**config.mk**
```make
export PLATFORM = sky130hd
export DESIGN_NAME = axi4lite_regfile
export DESIGN_NICKNAME = d
export VERILOG_FILES = /design/src/rtl/axi4lite_pkg.sv /design/src/rtl/axi4lite_regbank.sv /design/src/rtl/axi4lite_regfile.sv
export SDC_FILE = /design/constraint.sdc
export NUM_CORES = 1
export LEC_CHECK = 0
export CAP_MARGIN = 20
export CORE_MARGIN = 3
export CORE_UTILIZATION = 53
export DETAILED_ROUTE_END_ITERATION = 10
export GPL_TIMING_DRIVEN = 0
export PLACE_DENSITY = 0.93
export RECOVER_POWER = 25
export SYNTH_ARGS = -nofsm -noshare
export SYNTH_HDL_FRONTEND = slang
export SYNTH_SLANG_ARGS = --single-unit
export TNS_END_PERCENT = 20
```
**constraint.sdc**
```tcl
create_clock -name Clk -period 7.29 [get_ports Clk]
set_input_delay 1.0935 -clock Clk [delete_from_list [all_inputs] [get_ports Clk]]
set_output_delay 1.0935 -clock Clk [all_outputs]
set_load 0.02 [all_outputs]
```
**src/rtl/axi4lite_pkg.sv**
```systemverilog
// axi4lite_pkg: shared AXI4-Lite response codes and channel state encodings for the register file
package axi4lite_pkg;
  typedef enum logic [1:0] {OKAY = 2'b00, EXOKAY = 2'b01, SLVERR = 2'b10, DECERR = 2'b11} resp_t;
  typedef enum logic {W_IDLE, W_RESP} wstate_t;
  typedef enum logic {R_IDLE, R_DATA} rstate_t;
endpackage

```
**src/rtl/axi4lite_regbank.sv**
```systemverilog
// axi4lite_regbank: NREG x 8N storage; ports Clk/Rst, byte-strobe write port (we, widx, wdata, wstrb), flat regs_o
module axi4lite_regbank
  import axi4lite_pkg::*;
#(
  parameter int N = 4,
  parameter int NREG = 8,
  localparam int IB = $clog2(NREG)
) (
  input  logic                  Clk,
  input  logic                  Rst,
  input  logic                  we,
  input  logic [IB-1:0]         widx,
  input  logic [8*N-1:0]        wdata,
  input  logic [N-1:0]          wstrb,
  output logic [NREG*8*N-1:0]   regs_o
);
  always_ff @(posedge Clk or negedge Rst)
    if (!Rst) regs_o <= '0;
    else if (we)
      for (int k = 0; k < NREG; k++)
        for (int i = 0; i < N; i++)
          if (widx == IB'(k) && wstrb[i]) regs_o[k*8*N + i*8 +: 8] <= wdata[i*8 +: 8];
endmodule

```
**src/rtl/axi4lite_regfile.sv**
```systemverilog
// axi4lite_regfile: AXI4-Lite slave over NREG registers; ports Clk/Rst, AW/W/B and AR/R channels, flat regs_o
module axi4lite_regfile
  import axi4lite_pkg::*;
#(
  parameter int N = 4,
  parameter int A = 32,
  parameter int NREG = 8
) (
  input  logic                  Clk,
  input  logic                  Rst,
  input  logic [A-1:0]          AWADDR,
  input  logic [2:0]            AWPROT,
  input  logic                  AWVALID,
  output logic                  AWREADY,
  input  logic [8*N-1:0]        WDATA,
  input  logic [N-1:0]          WSTRB,
  input  logic                  WVALID,
  output logic                  WREADY,
  output logic [1:0]            BRESP,
  output logic                  BVALID,
  input  logic                  BREADY,
  input  logic [A-1:0]          ARADDR,
  input  logic [2:0]            ARPROT,
  input  logic                  ARVALID,
  output logic                  ARREADY,
  output logic [8*N-1:0]        RDATA,
  output logic [1:0]            RRESP,
  output logic                  RVALID,
  input  logic                  RREADY,
  output logic [NREG*8*N-1:0]   regs_o
);
  localparam int W = 8*N;
  localparam int OB = $clog2(N);
  localparam int IB = $clog2(NREG);
  localparam logic [A-1:0] LIM = A'(NREG*N);
  wstate_t wst;
  rstate_t rs;
  logic aw_got, w_got, aw_hs, w_hs, have_aw, have_w, commit, w_ok, r_ok;
  logic [A-1:0] aw_addr, c_addr;
  logic [W-1:0] w_data, c_data;
  logic [N-1:0] w_strb, c_strb;
  logic [W-1:0] words [NREG];
  logic unused_prot;
  assign unused_prot = ^{AWPROT, ARPROT};
  for (genvar k = 0; k < NREG; k++) begin : g_w
    assign words[k] = regs_o[k*W +: W];
  end
  assign aw_hs = AWVALID && AWREADY;
  assign w_hs = WVALID && WREADY;
  assign have_aw = aw_got || aw_hs;
  assign have_w = w_got || w_hs;
  assign c_addr = aw_got ? aw_addr : AWADDR;
  assign c_data = w_got ? w_data : WDATA;
  assign c_strb = w_got ? w_strb : WSTRB;
  assign commit = wst == W_IDLE && have_aw && have_w;
  assign w_ok = c_addr < LIM;
  assign r_ok = ARADDR < LIM;
  axi4lite_regbank #(.N(N), .NREG(NREG)) u_bank (
    .Clk(Clk), .Rst(Rst), .we(commit && w_ok), .widx(c_addr[OB +: IB]),
    .wdata(c_data), .wstrb(c_strb), .regs_o(regs_o)
  );
  always_ff @(posedge Clk or negedge Rst)
    if (!Rst) begin
      wst <= W_IDLE;
      aw_got <= 1'b0;
      w_got <= 1'b0;
      aw_addr <= '0;
      w_data <= '0;
      w_strb <= '0;
      AWREADY <= 1'b0;
      WREADY <= 1'b0;
      BVALID <= 1'b0;
      BRESP <= OKAY;
    end else if (wst == W_IDLE) begin
      if (aw_hs) aw_addr <= AWADDR;
      if (w_hs) begin
        w_data <= WDATA;
        w_strb <= WSTRB;
      end
      if (commit) begin
        aw_got <= 1'b0;
        w_got <= 1'b0;
        AWREADY <= 1'b0;
        WREADY <= 1'b0;
        BVALID <= 1'b1;
        BRESP <= w_ok ? OKAY : SLVERR;
        wst <= W_RESP;
      end else begin
        aw_got <= have_aw;
        w_got <= have_w;
        AWREADY <= !have_aw;
        WREADY <= !have_w;
      end
    end else if (BREADY) begin
      BVALID <= 1'b0;
      AWREADY <= 1'b1;
      WREADY <= 1'b1;
      wst <= W_IDLE;
    end
  always_ff @(posedge Clk or negedge Rst)
    if (!Rst) begin
      rs <= R_IDLE;
      ARREADY <= 1'b0;
      RVALID <= 1'b0;
      RDATA <= '0;
      RRESP <= OKAY;
    end else if (rs == R_IDLE) begin
      if (ARVALID && ARREADY) begin
        RDATA <= r_ok ? words[ARADDR[OB +: IB]] : '0;
        RRESP <= r_ok ? OKAY : SLVERR;
        RVALID <= 1'b1;
        ARREADY <= 1'b0;
        rs <= R_DATA;
      end else ARREADY <= 1'b1;
    end else if (RREADY) begin
      RVALID <= 1'b0;
      ARREADY <= 1'b1;
      rs <= R_IDLE;
    end
endmodule

```
==> results of run 1 <==
## routing by layer
layer	GRT usage [%]	share of wire (%)	vias to the layer above
li1	-	-	4823
met4	9.994	3.4	0
met5	0	0	-
met3	8.033	7.8	109
met1	37.75	38	5932
met2	53.94	51	499
## sequential cells by signal, indices dropped and copies added (netlist names)
signal and count:
u_bank.regs_o 256, RDATA 32, w_data 32, aw_addr 30, w_strb 4, ARREADY 1, AWREADY 1, BRESP 1
BVALID 1, RRESP 1, RVALID 1, WREADY 1, aw_got 1, rs 1, w_got 1, wst 1
## cell type report
type	instances	area share [%]
flip-flops and latches	365	41.21
multi-input cells	635	31.36
repair buffers	398	18.21
clock buffers	57	5.352
well taps	390	2.202
clock inverters	12	0.8638
plain buffers	39	0.7001
inverters	4	0.06775
diodes	3	0.03387
## through the flow
step | instance area, sq um | utilization [%] | setup slack [ps]
6_report | 22160 | 73.99 | 3629
5_1_grt | 22160 | 73.99 | 3460
4_1_cts | 22150 | 73.95 | 3677
3_5_place_dp | 20770 | 69.35 | 3130
3_3_place_gp | 20690 | 69.06 | -10350
2_1_floorplan | 16250 | - | 4238
## worst min-delay path by stage
stage / endpoint / slack (ps) / start / depth (start not counted)
3_5_place_dp: RDATA[4] / 470 / RDATA[4] / 2
6_report: RDATA[4] / 480 / RDATA[4] / 2
4_1_cts: u_bank.regs_o[128] / 470 / Rst / 1
2_1_floorplan: ARREADY / 440 / rs / 1
3_3_place_gp: ARREADY / 460 / rs / 1
5_1_grt: RDATA[4] / 510 / RDATA[4] / 2
## logic make-up (layout without fill, tap and decap cells)
logic type / Yosys count / after routing / synth area share, %
multiplexers: 455 / 455 / 35.68
flip-flops: 365 / 365 / 56.21
AND/OR/NAND/NOR: 120 / 120 / 3.981
AO/OA/AOI/OAI: 58 / 58 / 3.064
buffers and inverters: 43 / 510 / 1.047
other: 1 / 5 / 0.02308
## cells in the mapped netlist, types with 2 or more instances
cell and instances:
clkbuf_1 26, nand3b_1 2, dfrtp_1 365, and3_1 2, a21oi_2 4, nor4_1 17, buf_1 10, mux2_2 354
nand4_1 3, nand2_1 42, nand4_2 2, inv_1 4, buf_4 2, nor3_1 3, o21ai_0 35, a2111oi_4 8
a21oi_1 6, a31oi_1 2, mux2i_1 37, mux4_2 64, nand2_2 32, nor2_1 10
## worst max-delay path: cells and delay by family
kind / cells / cell delay [ps]
compound gates: 2 / 760
buf+inv: 2 / 1000
mux: 1 / 380
simple gates: 2 / 830
## power by group
part | internal, mW | switching (mW)
logic | 0.429 | 0.572
registers | 2.24 | 0.126
clock network | 1.30 | 0.806
==> flow_metrics.tcl, run 1 <==
set metrics [dict create \
    status "finished with violations" \
    violations "capacitance limit, slew limit" \
    dp.cells 1830 \
    r2r-end "u_bank.regs_o[134]" \
    rsz0062_at_grt "no" \
    syn_inst 1042 \
    gp_congestion 0.8387 \
    endpoint "u_bank.regs_o[134]" \
    die_area_sq_um 32800 \
    holdWs_ps 482.8 \
    final.period_utilization_pct 50.22 \
    multi_input_area_sq_um 6950 \
    yosysTopAreaCell "dfrtp_1" \
    cp_max_fo 10 \
    drive_above_1_share_pct 35.43 \
    drt-initial-drc-count 733 \
    first_pass_iters 5 \
    yosysWarnings 0 \
    crit_chain "dlygate4sd3_1 -> a21oi_1 -> or3_1 -> buf_1 -> a2111oi_4 -> nand2_2 -> mux2_2" \
    final_cells 1903 \
    ys_types 34 \
    max_freq_ghz 0.2732 \
    worstSetupStartpoint "AWVALID" \
    cts_resized 0 \
    synth-edff-count 0 \
    cts.sinks 365 \
    yosysSeqAreaShare_pct 56.21 \
    grt_max_degree 126 \
    wl_per_cell_um 26.85 \
    synthTopCellsByArea "dfrtp_1 56%, mux2_2 25%, mux4_2 8.9%" \
    die_y_um 181.1 \
    area_growth_pct 36.38 \
    tightest_slew_ps 2798 \
    wl_mm 51.10 \
    synth_area_sq_um 16250 \
    nets 1594 \
    postCtsHoldBufs 0 \
    clock_path_buffers 3 \
    endpoint_kind "flip-flop" \
    drv_cap 1 \
    start_kind "primary input" \
    crit_type "primary input to flip-flop" \
    maxSlewHeadroom_pct -86.53 \
    core_area_sq_um 29950 \
    setup_viol 0 \
    power_density_nw_per_um2 247.1 \
    gr-total-overflow 0 \
    via_per_inst 5.971 \
    filler_cell_count 1841 \
    period_minus_slack_ps 3661 \
    final_cell_mix "390 x clkdlybuf4s50_1, 365 x dfrtp_1, 354 x mux2_2" \
    crit_arrival_ps 4060 \
    rows 63 \
    tns_ps 0 \
    synth_top_area_share_pct 56.21 \
    p_leak_nw 9.919 \
    crit_slowest_cell "a2111oi_4" \
    ys_ff_latch 365 \
    root_buffer "clkbuf_16" \
    grt_pass1_vias 12320 \
    portBuffers 394 \
    timing.rr.start "aw_addr[18]" \
    die_width_um 181.1 \
    hpwl_mm 36.43 \
    finalPower_mw 5.477 \
    rr_worst_depth 5 \
    antenna_found_initial 4 \
    vias 11360 \
    syn_area_per_cell_sq_um 15.60 \
    grt_usage_pct 30.92 \
    drtAntennaViolNets 0 \
    final_common_cell "clkdlybuf4s50_1" \
    worstPathRequired_ps 7690 \
    synth_ff_type "dfrtp_1" \
    top_level_ports 410 \
    hold_path_class "flip-flop to flip-flop" \
    post-cts-setup-buffer-count 0 \
    clk_latency_ps 520 \
    async_reset_ff_share_pct 100.0 \
    seq_area_sq_um 9134 \
    fin_worst_skew_ps 14.64 \
    grt_first_pass_wirelength_mm 77.25 \
    maxSlewViolCount 47 \
    initial_core_util_pct 54.25 \
    cts.reportedPaths.clkPinSlew_ps 60 \
    ff2ff_setup_slack_ps 4230 \
    finalHoldViolations 0 \
    htreeDepth 2 \
    cts_tree "yes" \
    max_stage_delay_ps 660 \
    drc 0 \
    ir_drop_uv 171.5 \
    cts_buffers 38 \
]
No activity file was read; power rests on OpenSTA's default activity.
==> run 2, diff against run 1 <==
--- a/config.mk
+++ b/config.mk
@@ -7,10 +7,10 @@
 export LEC_CHECK = 0
 export CAP_MARGIN = 20
 export CORE_MARGIN = 3
-export CORE_UTILIZATION = 53
+export CORE_UTILIZATION = 50
 export DETAILED_ROUTE_END_ITERATION = 10
 export GPL_TIMING_DRIVEN = 0
-export PLACE_DENSITY = 0.93
+export PLACE_DENSITY = 0.89
 export RECOVER_POWER = 25
 export SYNTH_ARGS = -nofsm -noshare
 export SYNTH_HDL_FRONTEND = slang
==> constraint.sdc (replaced) <==
create_clock -name Clk -period 3.5 [get_ports Clk]
set_input_delay 0.525 -clock Clk [delete_from_list [all_inputs] [get_ports Clk]]
set_output_delay 0.525 -clock Clk [all_outputs]
set_load 0.02 [all_outputs]
==> run 2 against run 1 <==
Against the previous run:
- the flow still finishes with violations (capacitance limit, slew limit)
- global-route usage down 1.1 points
- routed wire length up 1.7%
- sequential power up 110%
- count of clock-buffer cells in the layout up 3
- first-iteration DRC count down 6.4%
- power up 100%
- sequential share of layout area up 0.12 points
- die area up 5.8%
- non-clock buffer count unchanged
- critical endpoint is now u_bank.regs_o[204]
==> flow_metrics.tcl, run 2 (same netlist as run 1, synthesis figures left out) <==
set metrics [dict create \
    hp-start "rs" \
    crit_arrival_ps 3600 \
    wl_per_cell_um 26.65 \
    hold_path_class "flip-flop to flip-flop" \
    finalHoldViolations 0 \
    maxSlewViolCount 247 \
    clock_path_buffers 3 \
    gr-total-overflow 0 \
    die_area_sq_um 34700 \
    power_density_nw_per_um2 502.8 \
    clk_latency_ps 510 \
    multi_input_area_sq_um 6950 \
    wl_mm 51.96 \
    rr_worst_depth 5 \
    area_growth_pct 35.97 \
    grt_max_degree 126 \
    crit_type "flip-flop to flip-flop" \
    status "finished with violations" \
    drv_cap 2 \
    timing.rr.start "aw_got" \
    via_per_inst 5.842 \
    cts_buffers 39 \
    grt_pass1_vias 12450 \
    drive_above_1_share_pct 35.45 \
    setup_viol 0 \
    largest_registers "u_bank.regs_o x256, RDATA x32, w_data x32" \
    r2r-end "u_bank.regs_o[204]" \
    top_level_ports 410 \
    ir_drop_uv 449.0 \
    rows 65 \
    post-cts-setup-buffer-count 0 \
    tns_ps 0 \
    cts.sinks 365 \
    seq_area_sq_um 9134 \
    final.period_utilization_pct 91.58 \
    antenna_found_initial 5 \
    first_pass_iters 7 \
    p_leak_nw 9.871 \
    drt-initial-drc-count 686 \
    cp_max_fo 9 \
    drtAntennaViolNets 0 \
    final_common_cell "clkdlybuf4s50_1" \
    violations "capacitance limit, slew limit" \
    start_kind "flip-flop" \
    gp_congestion 0.8587 \
    initial_core_util_pct 51.10 \
    cts_tree "yes" \
    holdPathStages 1 \
    period_minus_slack_ps 3205 \
    whs_endpoint "ARREADY" \
    worstPathRequired_ps 3900 \
    grt_usage_pct 29.78 \
    ff2ff_setup_slack_ps 290 \
    postCtsHoldBufs 1 \
    cts_resized 0 \
    vias 11390 \
    endpoint_kind "flip-flop" \
    die_y_um 186.3 \
    hpwl_mm 36.83 \
    nets 1595 \
    drc 0 \
    htreeDepth 2 \
    cts.reportedPaths.clkPinSlew_ps 60 \
    fin_worst_skew_ps 11.51 \
    max_freq_ghz 0.3120 \
    largest_register "u_bank.regs_o" \
    rsz0062_at_grt "no" \
    tightest_slew_ps 1751 \
    final_cell_mix "390 x clkdlybuf4s50_1, 365 x dfrtp_1, 354 x mux2_2" \
    fin_util_pct 69.49 \
    maxSlewHeadroom_pct -16.70 \
    portBuffers 394 \
    filler_cell_count 2083 \
    finalPower_mw 11.11 \
    die_width_um 186.3 \
    core_area_sq_um 31800 \
    grt_first_pass_wirelength_mm 76.80 \
    largest_register_ffs 256 \
    root_buffer "clkbuf_16" \
]
[run 2: metal layers]
layer  wire length (um)  vias up  global-route usage (%)
met5                  0        -                       0
met4               1785        0                   11.50
met3               4144      119                   7.799
met2              26050      517                   50.96
met1              19980     5956                   36.50
li1                   -     4799                       -
[run 2: how the worst max path moves through the flow]
| stage | from | endpoint | slack (ps) |
|---|---|---|---|
| 6_report | aw_got | u_bank.regs_o[204] | 290 |
| 5_1_grt | aw_got | u_bank.regs_o[143] | 180 |
| 4_1_cts | aw_got | u_bank.regs_o[21] | 340 |
| 3_5_place_dp | AWADDR[18] | u_bank.regs_o[206] | -110 |
| 3_3_place_gp | Rst | u_bank.regs_o[128] | -13620 |
| 2_1_floorplan | AWADDR[18] | u_bank.regs_o[0] | 1020 |
[run 2: per-stage QoR]
step / setup WS (ps) / hold WS [ps] / std cells / area, sq um
floorplan: 1016 / 229.4 / 1043 / 16250
global placement: -13620 / 452.0 / 1872 / 20740
detailed placement: -106.1 / 471.9 / 1875 / 20830
CTS: 343.8 / 485.7 / 1944 / 22120
global route: 178.0 / 514.5 / 1949 / 22090
finish: 294.6 / 480.1 / 1950 / 22100
[run 2: area by class of cell]
| type | count | area share (%) |
|---|---|---|
| clock buffer | 60 | 5.600 |
| antenna | 6 | 0.06795 |
| clock inverter | 8 | 0.1982 |
| tap | 435 | 2.463 |
| inverter | 4 | 0.06795 |
| sequential | 365 | 41.34 |
| multi-input combinational | 635 | 31.46 |
| buffer | 39 | 0.7022 |
| timing repair buffer | 398 | 18.11 |
[run 2: critical path, cell delays in order (launching register included)]
cell	delay, ps
dfrtp_1	470
nor4_1	380
nand4_2	590
a2111oi_4	830
nand2_2	410
mux2_2	390
[run 2: report_power, final]
| group | total [mW] | internal, mW | switching [mW] |
|---|---|---|---|
| sequential | 4.93 | 4.67 | 0.260 |
| combinational | 2.08 | 0.887 | 1.20 |
| clock | 4.10 | 2.43 | 1.67 |
| total | 11.1 | 7.98 | 3.13 |
==> run 3, diff against run 2 <==
--- a/config.mk
+++ b/config.mk
@@ -6,6 +6,7 @@
 export NUM_CORES = 1
 export LEC_CHECK = 0
 export CAP_MARGIN = 20
+export CORE_ASPECT_RATIO = 0.5
 export CORE_MARGIN = 3
 export CORE_UTILIZATION = 50
 export DETAILED_ROUTE_END_ITERATION = 10
==> run 3 against run 2 <==
Against the previous run:
- power is 3.0% lower
- worst hold slack worse by 2.4 ps
- routed wire length is 0.39% lower
- sequential power hardly changed
- setup slack better by 79 ps
- the run now ends clean
- core utilization is 1.1 points higher
- cell count is 1.1% lower
==> flow_metrics.tcl, run 3 (same netlist as run 1, synthesis figures left out) <==
set metrics [dict create \
    status "finished clean" \
    die_y_um 133.5 \
    holdPathStages 2 \
    maxSlewViolCount 0 \
    fin_util_pct 70.60 \
    post-cts-setup-buffer-count 0 \
    top_level_ports 410 \
    max_freq_ghz 0.3199 \
    gr-total-overflow 0 \
    pwr-share-clk_pct 35.1 \
    cp.depth 7 \
    final_common_cell "clkdlybuf4s50_1" \
    tightest_slew_ps 1136 \
    die_area_sq_um 34830 \
    post-place-ws_ps -48.53 \
    cts.reportedPaths.clkPinSlew_ps 60 \
    setup_viol 0 \
    die_width_um 261.0 \
    hold_path_class "flip-flop to flip-flop" \
    swShare_pct 28.33 \
    nets 1593 \
    largest_register_ffs 256 \
    clk_latency_ps 530 \
    grt_usage_pct 30.07 \
    final_cell_mix "391 x clkdlybuf4s50_1, 365 x dfrtp_1, 353 x mux2_2" \
    critical-path-top-delay-family "buffers and inverters" \
    largest_register "u_bank.regs_o" \
    setup_ws_ps 373.8 \
    crit_slowest_cell "a2111oi_4" \
    gp_congestion 0.9011 \
    highest_layer "met4" \
    final.period_utilization_pct 89.32 \
    drive_above_1_share_pct 34.75 \
    vias 11580 \
    largest_registers "u_bank.regs_o x256, RDATA x32, w_data x32" \
    fin_area_sq_um 21980 \
    via_per_inst 6.001 \
    area_growth_pct 35.28 \
    drt-initial-drc-count 914 \
    core_area_sq_um 31140 \
    maxSlewHeadroom_pct 24.25 \
    drc 0 \
    p_leak_nw 9.813 \
    p_switching_mw 3.053 \
    antenna_found_initial 1 \
    route.met3.wl_mm 2.677 \
    grt_pass1_vias 12440 \
    endpoint_kind "flip-flop" \
    wl_met1_mm 19.59 \
    crit_arrival_ps 3530 \
    initial_core_util_pct 52.19 \
    finalHoldViolations 0 \
    combPwrFrac_pct 19.1 \
    start_kind "primary input" \
    wl_mm 51.76 \
    dr_wl_met2_mm 26.17 \
    crit_chain "dlygate4sd3_1 -> a21oi_1 -> or3_1 -> buf_1 -> a2111oi_4 -> nand2_2 -> mux2_2" \
    hpwl_mm 37.73 \
    holdWs_ps 477.7 \
    crit_type "primary input to flip-flop" \
    htreeDepth 2 \
    worst-path-buf-inv 2 \
    portBuffers 394 \
    cts.sinks 365 \
    place_area_sq_um 20820 \
    first_pass_iters 5 \
    drv_cap 0 \
    worstPathRequired_ps 3900 \
    cp_max_fo 10 \
    rsz0062_at_grt "no" \
    cts_buffers 34 \
    rows 45 \
    grt_max_degree 134 \
    fin_worst_skew_ps 16.80 \
    ir_drop_uv 321.5 \
    period_minus_slack_ps 3126 \
    max_stage_delay_ps 660 \
    power_density_nw_per_um2 490.1 \
    wl_per_cell_um 26.83 \
    cts_tree "yes" \
    root_buffer "clkbuf_16" \
    clock_path_buffers 3 \
    grt_first_pass_wirelength_mm 78.57 \
    intPower_mw 7.722 \
    pwr-share-seq_pct 45.8 \
    drtAntennaViolNets 0 \
    rr_worst_depth 5 \
]
==> run 3: cell types whose count changed in the layout (fill, tap and decap cells not counted), sizes merged <==
| cell | previous run | this run |
|---|---|---|
| clkbuf | 88 | 82 |
| diode | 6 | 1 |
| buf | 15 | 19 |
| clkinv | 8 | 4 |
| bufinv | 0 | 1 |
| clkdlybuf4s50 | 390 | 391 |
| dlygate4sd3 | 4 | 3 |
| inv | 4 | 5 |
==> run 3: final timing paths <==
kind,from,endpoint,slack (ps)
worst max-delay path,AWVALID,u_bank.regs_o[13],370
worst max register to register,aw_addr[18],u_bank.regs_o[13],400
worst min register to register,RDATA[9],RDATA[9],480
worst min-delay path,RDATA[9],RDATA[9],480
min in group asynchronous,Rst,aw_addr[27],760
max in group asynchronous,Rst,u_bank.regs_o[170],1160
==> run 3: worst register-to-register path: cells and delay by family (launching register included) <==
kind	cells	cell delay (ps)
and+or+nand+nor	3	1340
AOI/OAI and AO/OA	1	870
DFF	1	380
muxes	1	380
==> run 3: power by group through the flow <==
stage               Combinational [mW]  Sequential, mW  Clock (mW)
finish                            2.05            4.94        3.78
global route                      2.21            4.97        4.03
CTS                               2.05            4.92        3.83
detailed placement                2.03            5.00           0
global placement                  1.92            4.96           0
floorplan                         1.29            4.95           0
==> run 3: metal layers <==
metal	vias to the layer above	global-route usage [%]
met5	-	0
met1	6120	37.09
met3	176	4.938
met4	0	17.92
met2	493	50.34
li1	4787	-
==> run 3: cell type report <==
class                      count  area, sq um
antenna                        1        2.502
buffer                        39        155.1
clock buffer                  55         1064
clock inverter                 6        58.81
fill                        1981         9153
inverter                       4        15.01
multi-input combinational    635         6950
sequential                   365         9134
tap                          423        529.3
timing repair buffer         401         4075
==> run 3: repair_timing <==
item                      CTS  global route
hold endpoints to repair   15             0
hold buffers                1             0
resized for setup           0             0
==> run 3: through the flow <==
step	TNS, ps	power (mW)	instances
2_1_floorplan	0	6.240	1043
3_3_place_gp	-4714490	6.875	1860
3_5_place_dp	-426.3	7.029	1863
4_1_cts	0	10.81	1925
5_1_grt	0	11.21	1929
6_report	0	10.78	1929
